$ cat src/rtl/cache_arbiter.sv
// Shares the single pmem line port between the I-cache (fills only) and the D-cache (fills and writebacks).
// One transfer at a time; when both sides are waiting, the side not served last goes next.
module cache_arbiter #(
  parameter int ADDR_WIDTH  = 32,
  parameter int LINE_WIDTH  = 256,
  parameter int OFFSET_BITS = 5
) (
  input  logic                  clk,
  input  logic                  rst,
  input  logic                  icache_pmem_read,
  input  logic [ADDR_WIDTH-1:0] icache_pmem_address,
  output logic [LINE_WIDTH-1:0] icache_pmem_rdata,
  output logic                  icache_pmem_resp,
  input  logic                  dcache_pmem_read,
  input  logic                  dcache_pmem_write,
  input  logic [ADDR_WIDTH-1:0] dcache_pmem_address,
  input  logic [LINE_WIDTH-1:0] dcache_pmem_wdata,
  output logic [LINE_WIDTH-1:0] dcache_pmem_rdata,
  output logic                  dcache_pmem_resp,
  output logic                  pmem_read,
  output logic                  pmem_write,
  output logic [ADDR_WIDTH-1:0] pmem_address,
  output logic [LINE_WIDTH-1:0] pmem_wdata,
  input  logic [LINE_WIDTH-1:0] pmem_rdata,
  input  logic                  pmem_resp
);

  localparam logic [ADDR_WIDTH-1:0] LINE_MASK =
    {{(ADDR_WIDTH-OFFSET_BITS){1'b1}}, {OFFSET_BITS{1'b0}}};

  typedef enum logic [1:0] {IDLE, SERVE_I, SERVE_D, DONE} state_t;

  state_t state, state_next;
  logic   last_grant_d;
  logic   i_req, d_req;

  assign i_req = icache_pmem_read;
  assign d_req = dcache_pmem_read | dcache_pmem_write;

  // last_grant_d remembers who finished most recently so a tie favours the other side
  always_ff @(posedge clk) begin
    if (rst) begin
      state        <= IDLE;
      last_grant_d <= 1'b0;
    end else begin
      state <= state_next;
      if (pmem_resp && (state == SERVE_I)) begin
        last_grant_d <= 1'b0;
      end else if (pmem_resp && (state == SERVE_D)) begin
        last_grant_d <= 1'b1;
      end
    end
  end

  always_comb begin
    state_next        = state;
    pmem_read         = 1'b0;
    pmem_write        = 1'b0;
    pmem_address      = '0;
    pmem_wdata        = '0;
    icache_pmem_resp  = 1'b0;
    icache_pmem_rdata = '0;
    dcache_pmem_resp  = 1'b0;
    dcache_pmem_rdata = '0;
    case (state)
      IDLE: begin
        if (i_req && d_req) begin
          state_next = last_grant_d ? SERVE_I : SERVE_D;
        end else if (i_req) begin
          state_next = SERVE_I;
        end else if (d_req) begin
          state_next = SERVE_D;
        end
      end
      SERVE_I: begin
        pmem_read    = 1'b1;
        pmem_address = icache_pmem_address & LINE_MASK;
        if (pmem_resp) begin
          icache_pmem_resp  = 1'b1;
          icache_pmem_rdata = pmem_rdata;
          state_next        = DONE;
        end
      end
      SERVE_D: begin
        // a writeback wins if the D-cache raises both strobes
        pmem_read    = dcache_pmem_read & ~dcache_pmem_write;
        pmem_write   = dcache_pmem_write;
        pmem_address = dcache_pmem_address & LINE_MASK;
        pmem_wdata   = dcache_pmem_wdata;
        if (pmem_resp) begin
          dcache_pmem_resp  = 1'b1;
          dcache_pmem_rdata = pmem_rdata;
          state_next        = DONE;
        end
      end
      DONE: begin
        state_next = IDLE;
      end
      default: begin
        state_next = IDLE;
      end
    endcase
  end

endmodule

$ cat config.mk
export PLATFORM = sky130hd
export DESIGN_NAME = cache_arbiter
export DESIGN_NICKNAME = d
export VERILOG_FILES = /design/src/rtl/cache_arbiter.sv
export SDC_FILE = /design/constraint.sdc
export NUM_CORES = 1
export LEC_CHECK = 0
export CORE_AREA = 3 3 544 546
export CTS_CLUSTER_DIAMETER = 50
export DETAILED_ROUTE_END_ITERATION = 8
export DIE_AREA = 0 0 547 549
export HOLD_SLACK_MARGIN = 0.12
export PLACE_DENSITY = 0.3
export SLEW_MARGIN = 20
export SYNTH_ARGS = -nofsm -noshare
export SYNTH_HDL_FRONTEND = slang
export SYNTH_SLANG_ARGS = --single-unit
export TNS_END_PERCENT = 20
$ cat constraint.sdc
create_clock -name clk -period 2.9 [get_ports clk]
set_input_delay 0.58 -clock clk [delete_from_list [all_inputs] [get_ports clk]]
set_output_delay 0.58 -clock clk [all_outputs]
set_load 0.01 [all_outputs]
==> results of run 1 <==
cell families after synthesis:
kind of cell,Yosys count
and+or+nand+nor,805
AOI/OAI and AO/OA,35
DFF,3
other,1
muxes,1
adders and majority gates,6
buffers and inverters,157
==> results.md, run 1 <==
* Sequential share of the synthesized area at 0.9750%
* XOR/XNOR Fraction of Synth Area at 0%
* Halt Stage: 3_3_place_gp
* Synth Area per Inst at 6.111 sq um
* Dominant synthesized flop cell: dfxtp_1
* Area contributors post-synth: and3_1 (52%), and2_1 (26%), buf_2 (4.5%)
* I/O Buffers at 1370
* Synthesized flop and latch total at 3
* Die Width at 547 um
* Post-Synth Adder-Cell Area at 1.219%
* Most frequent cell after synthesis: and3_1
* Post-Synthesis Cells at 1008
* Mux contribution to synthesized area at 0.1625%
* I/O pins at 1386
* Post-Syn Area at 6160 sq um
* Synth warn at 0
* Synth Area in Simple Gates at 81.78%
* Outcome: did not finish
* Yosys top cell area share at 52.00%
* Post-synth top area cell: and3_1
* Num rows at 198
* Number of enable flip-flop cells after synthesis at 0
* Largest family of logic cells by synthesized area: simple AND/OR/NAND/NOR gates
* Complex-gate fraction of the synthesized area at 4.205%
* Die Ht at 549 um
* Top cells by count, synth: and3_1 (512), and2_1 (259), clkbuf_1 (71)
* Starting Density at 2.116%
* Async set or reset register ratio after synthesis at 0%
* Distinct cells, synth at 25
* Error: [ERROR GPL-0305] RePlAce diverged during gradient descent calculation, resulting in an invalid step length (Inf or NaN). This is often caused by numerical instability ...
==> inputs of run 2 (changes only) <==
--- a/config.mk
+++ b/config.mk
@@ -6,11 +6,9 @@
 export NUM_CORES = 1
 export LEC_CHECK = 0
 export CORE_AREA = 3 3 544 546
-export CTS_CLUSTER_DIAMETER = 50
 export DETAILED_ROUTE_END_ITERATION = 8
 export DIE_AREA = 0 0 547 549
-export HOLD_SLACK_MARGIN = 0.12
-export PLACE_DENSITY = 0.3
+export PLACE_DENSITY_LB_ADDON = 0.15
 export SLEW_MARGIN = 20
 export SYNTH_ARGS = -nofsm -noshare
 export SYNTH_HDL_FRONTEND = slang
==> run 2 against run 1 <==
  * The flow now finishes without violations
  * Synthesized area is the same
  * Synthesized cell count stayed put
==> results.md, run 2 <==
* Top cells by count, synth: and3_1 (512), and2_1 (259), clkbuf_1 (71) (unchanged)
* Most flop-heavy register: state
* GRT Total Usage at 13.26%
* Wire per inst at 33.66 um
* Largest net degree at the start of global routing at 81
* Post-synth top area cell: and3_1 (unchanged)
* Nets at 2892
* Sequential Power Share at 0.6%
* Reg2Reg Depth at 7
* Total CTS buffers at 3
* Final setup fails at 0
* RePlAce Congestion at 0.9283
* Slew Viols, Final at 0
* Hold path cells at 2
* Area contributors post-synth: and3_1 (52%), and2_1 (26%), buf_2 (4.5%) (unchanged)
* Hold Worst Slack at 0.4861 ns
* Final Hold Fails at 0
* Leak Pwr at 11.06 nW
* Clk_skew at 0.002440 ns
* Max-cap violations at 0
* CP Launch Type: register
* Async set or reset register ratio after synthesis at 0% (unchanged)
* Slew margin rel. at 61.55%
* Dpl hpwl at 196.5 mm
* Routed WL at 209.4 mm
* Final Util at 9.599%
* Num rows at 198 (unchanged)
* CTS Root Cell: clkbuf_16
* CTS tree: built
* Gate power share at 97.9%
* Number of enable flip-flop cells after synthesis at 0 (unchanged)
* DR iter-0 viols at 687
* Pre-antenna DRT Iters at 4
* Post-Synthesis Cells at 1008 (unchanged)
* ANT nets after route at 0
* Share of cells above drive strength 1 at 19.15%
* Most frequent cell after synthesis: and3_1 (unchanged)
* Critical path's largest stage delay at 0.55 ns
* Crit path max-delay cell type: clkdlybuf4s50_1
* Clock-pin slew on the worst setup and hold paths at 0.03 ns
* Area grow syn2layout at 353.6%
* Fmax at 0.3591 GHz
* Dominant synthesized flop cell: dfxtp_1 (unchanged)
* H-tree levels at 1
* Global-route wire length before repair at 243.7 mm
* CTS Buffer Depth at 2
* Post-CTS setup buffer count at 0
* Vias in the first global route at 14.55k
* Residual DRC at 0
* Die Ht at 549 um (unchanged)
* Worst Path Required at 2.32 ns
* Internal power at 7.040 mW
* Regs by FF count: state: 2 flops, last_grant_d: 1 flops
* Crit-path cells: inv_4, ha_4, buf_16, buf_4, a22oi_1, nor2b_1, clkdlybuf4s50_1
* Max FFs per register at 2
* Final worst path period share at 96.02%
* CORE AREA at 291100 sq um
* Via total after detailed routing at 14.28k
* Setup crit end kind: output port
* Part of the power in the clock network at 1.5%
* Crit Reg-Reg Startpoint: state[0]$_SDFFE_PP0P_
* Maximum vdd drop at 0.0003534 V
* Sequential share of the synthesized area at 0.9750% (unchanged)
* Clock sinks at 3
* Unrepaired setup endpoints after global routing: false
* Vias per cell at 2.295
* Period minus WS final at 2.785 ns
* Final non-filler cell area at 27940 sq um
* Starting Density at 2.116% (unchanged)
* HP Start: last_grant_d$_SDFFE_PP0P_
* Synth warn at 0 (unchanged)
* Synthesized flop and latch total at 3 (unchanged)
* I/O Buffers at 1370 (unchanged)
* Hold WC Path Type: reg -> reg
* Initial antenna violation count at 181
* Pwr per Cell Area at 520.4 nW/um^2
* Net load switching power at 7.501 mW
* Reg-to-reg critical path endpoint: last_grant_d$_SDFFE_PP0P_
* Crit Path Max Fanout at 39
* Most common cell after layout, fill and taps aside: clkdlybuf4s50_1
* Yosys top cell area share at 52.00% (unchanged)
* Synth Area per Inst at 6.111 sq um (unchanged)
* Final setup TNS at 0 ns
* Flop2flop setup slack at 1.12 ns
* Critical path class: reg -> out
* GRT overflow at 0
* Cell Area, Placed at 27780 sq um
* Distinct cells, synth at 25 (unchanged)
* Post-Syn Area at 6160 sq um (unchanged)
* Switching share of total power at 51.58%
* Endpoint, Worst Hold: last_grant_d$_SDFFE_PP0P_
* Most frequent cells in the layout: clkdlybuf4s50_1 (1009), and3_1 (511), buf_12 (319)
* Worst skew pair latency at 0.23 ns
* Die Width at 547 um (unchanged)
* Die Footprint at 300300 sq um
* Worst Max-Slew Pin Slew at 0.5750 ns
* Outcome: complete, no violations (was did not finish)
* Critical path arrival at 2.20 ns
* I/O pins at 1386 (unchanged)
## run 2: logic make-up after synthesis
logic type / count (synthesis) / synth area share [%]
flops: 3 / 0.9751
compound gates: 35 / 4.205
buf+inv: 157 / 11.60
other cells: 1 / 0.06088
simple gates: 805 / 81.78
fa+ha+maj: 6 / 1.219
mux: 1 / 0.1625
## run 2: repair_timing
action / 4_1_cts / 5_1_grt
gates cloned: 0 / 0
resized for setup: 5 / 7
setup endpoints to repair: 36 / 76
hold buffers: 0 / 0
## run 2: how the worst max path moves through the flow
stage	from	endpoint	slack (ns)	cells past startpoint
global route	state[0]$_SDFFE_PP0P_	pmem_address[27]	0.02	7
floorplan	state[0]$_SDFFE_PP0P_	pmem_address[23]	0.97	5
finish	state[0]$_SDFFE_PP0P_	pmem_address[25]	0.12	7
detailed placement	pmem_resp	dcache_pmem_rdata[115]	0.16	5
global placement	state[0]$_SDFFE_PP0P_	pmem_address[31]	0.15	7
CTS	state[1]$_SDFFE_PP0P_	icache_pmem_rdata[104]	0.007	6
## run 2: final cells by class
cell class                      count  area, sq um
Fill cell                       33777       263200
Clock buffer                        4        78.83
Multi-Input combinational cell    852         5439
Tap cell                         3900         4880
Inverter                            2        10.01
Antenna cell                       19        47.55
Timing Repair Buffer             1442        17420
Sequential cell                     3        61.31
## run 2: per-stage QoR
| stage | power [mW] | worst slack [ns] | instances |
|---|---|---|---|
| 2_1_floorplan | 3.791 | 0.9698 | 1012 |
| 3_3_place_gp | 14.95 | 0.1473 | 6199 |
| 3_5_place_dp | 14.84 | 0.1629 | 6199 |
| 4_1_cts | 15.17 | 0.006987 | 6203 |
| 5_1_grt | 15.43 | 0.01511 | 6204 |
| 6_report | 14.54 | 0.1154 | 6222 |
## run 2: per-layer routing
metal / global-route usage, % / wire length (um) / vias up
met1: 16.59 / 90020 / 6722
met3: 6.513 / 23580 / 276
met4: 0.7122 / 2221 / 96
met2: 21.37 / 92950 / 1105
met5: 0 / 639 / -
li1: - / - / 6082
## run 2: power groups by stage
stage	Combinational [mW]	Sequential [mW]	Clock, mW
floorplan	3.72	0.0680	0
global placement	14.9	0.0806	0
detailed placement	14.8	0.0802	0
CTS	14.9	0.0805	0.225
global route	15.1	0.0877	0.229
finish	14.2	0.0847	0.223
## run 2: worst max-delay path, delay by kind of cell (launching register included)
kind | cells | cell delay [ns]
adder cells (fa/ha/maj) | 1 | 0.23
AND/OR/NAND/NOR | 1 | 0.14
flip-flops | 1 | 0.36
AO/OA/AOI/OAI | 1 | 0.08
buffers and inverters | 4 | 1.09
Note: power is estimated with default switching activity, not from simulation.
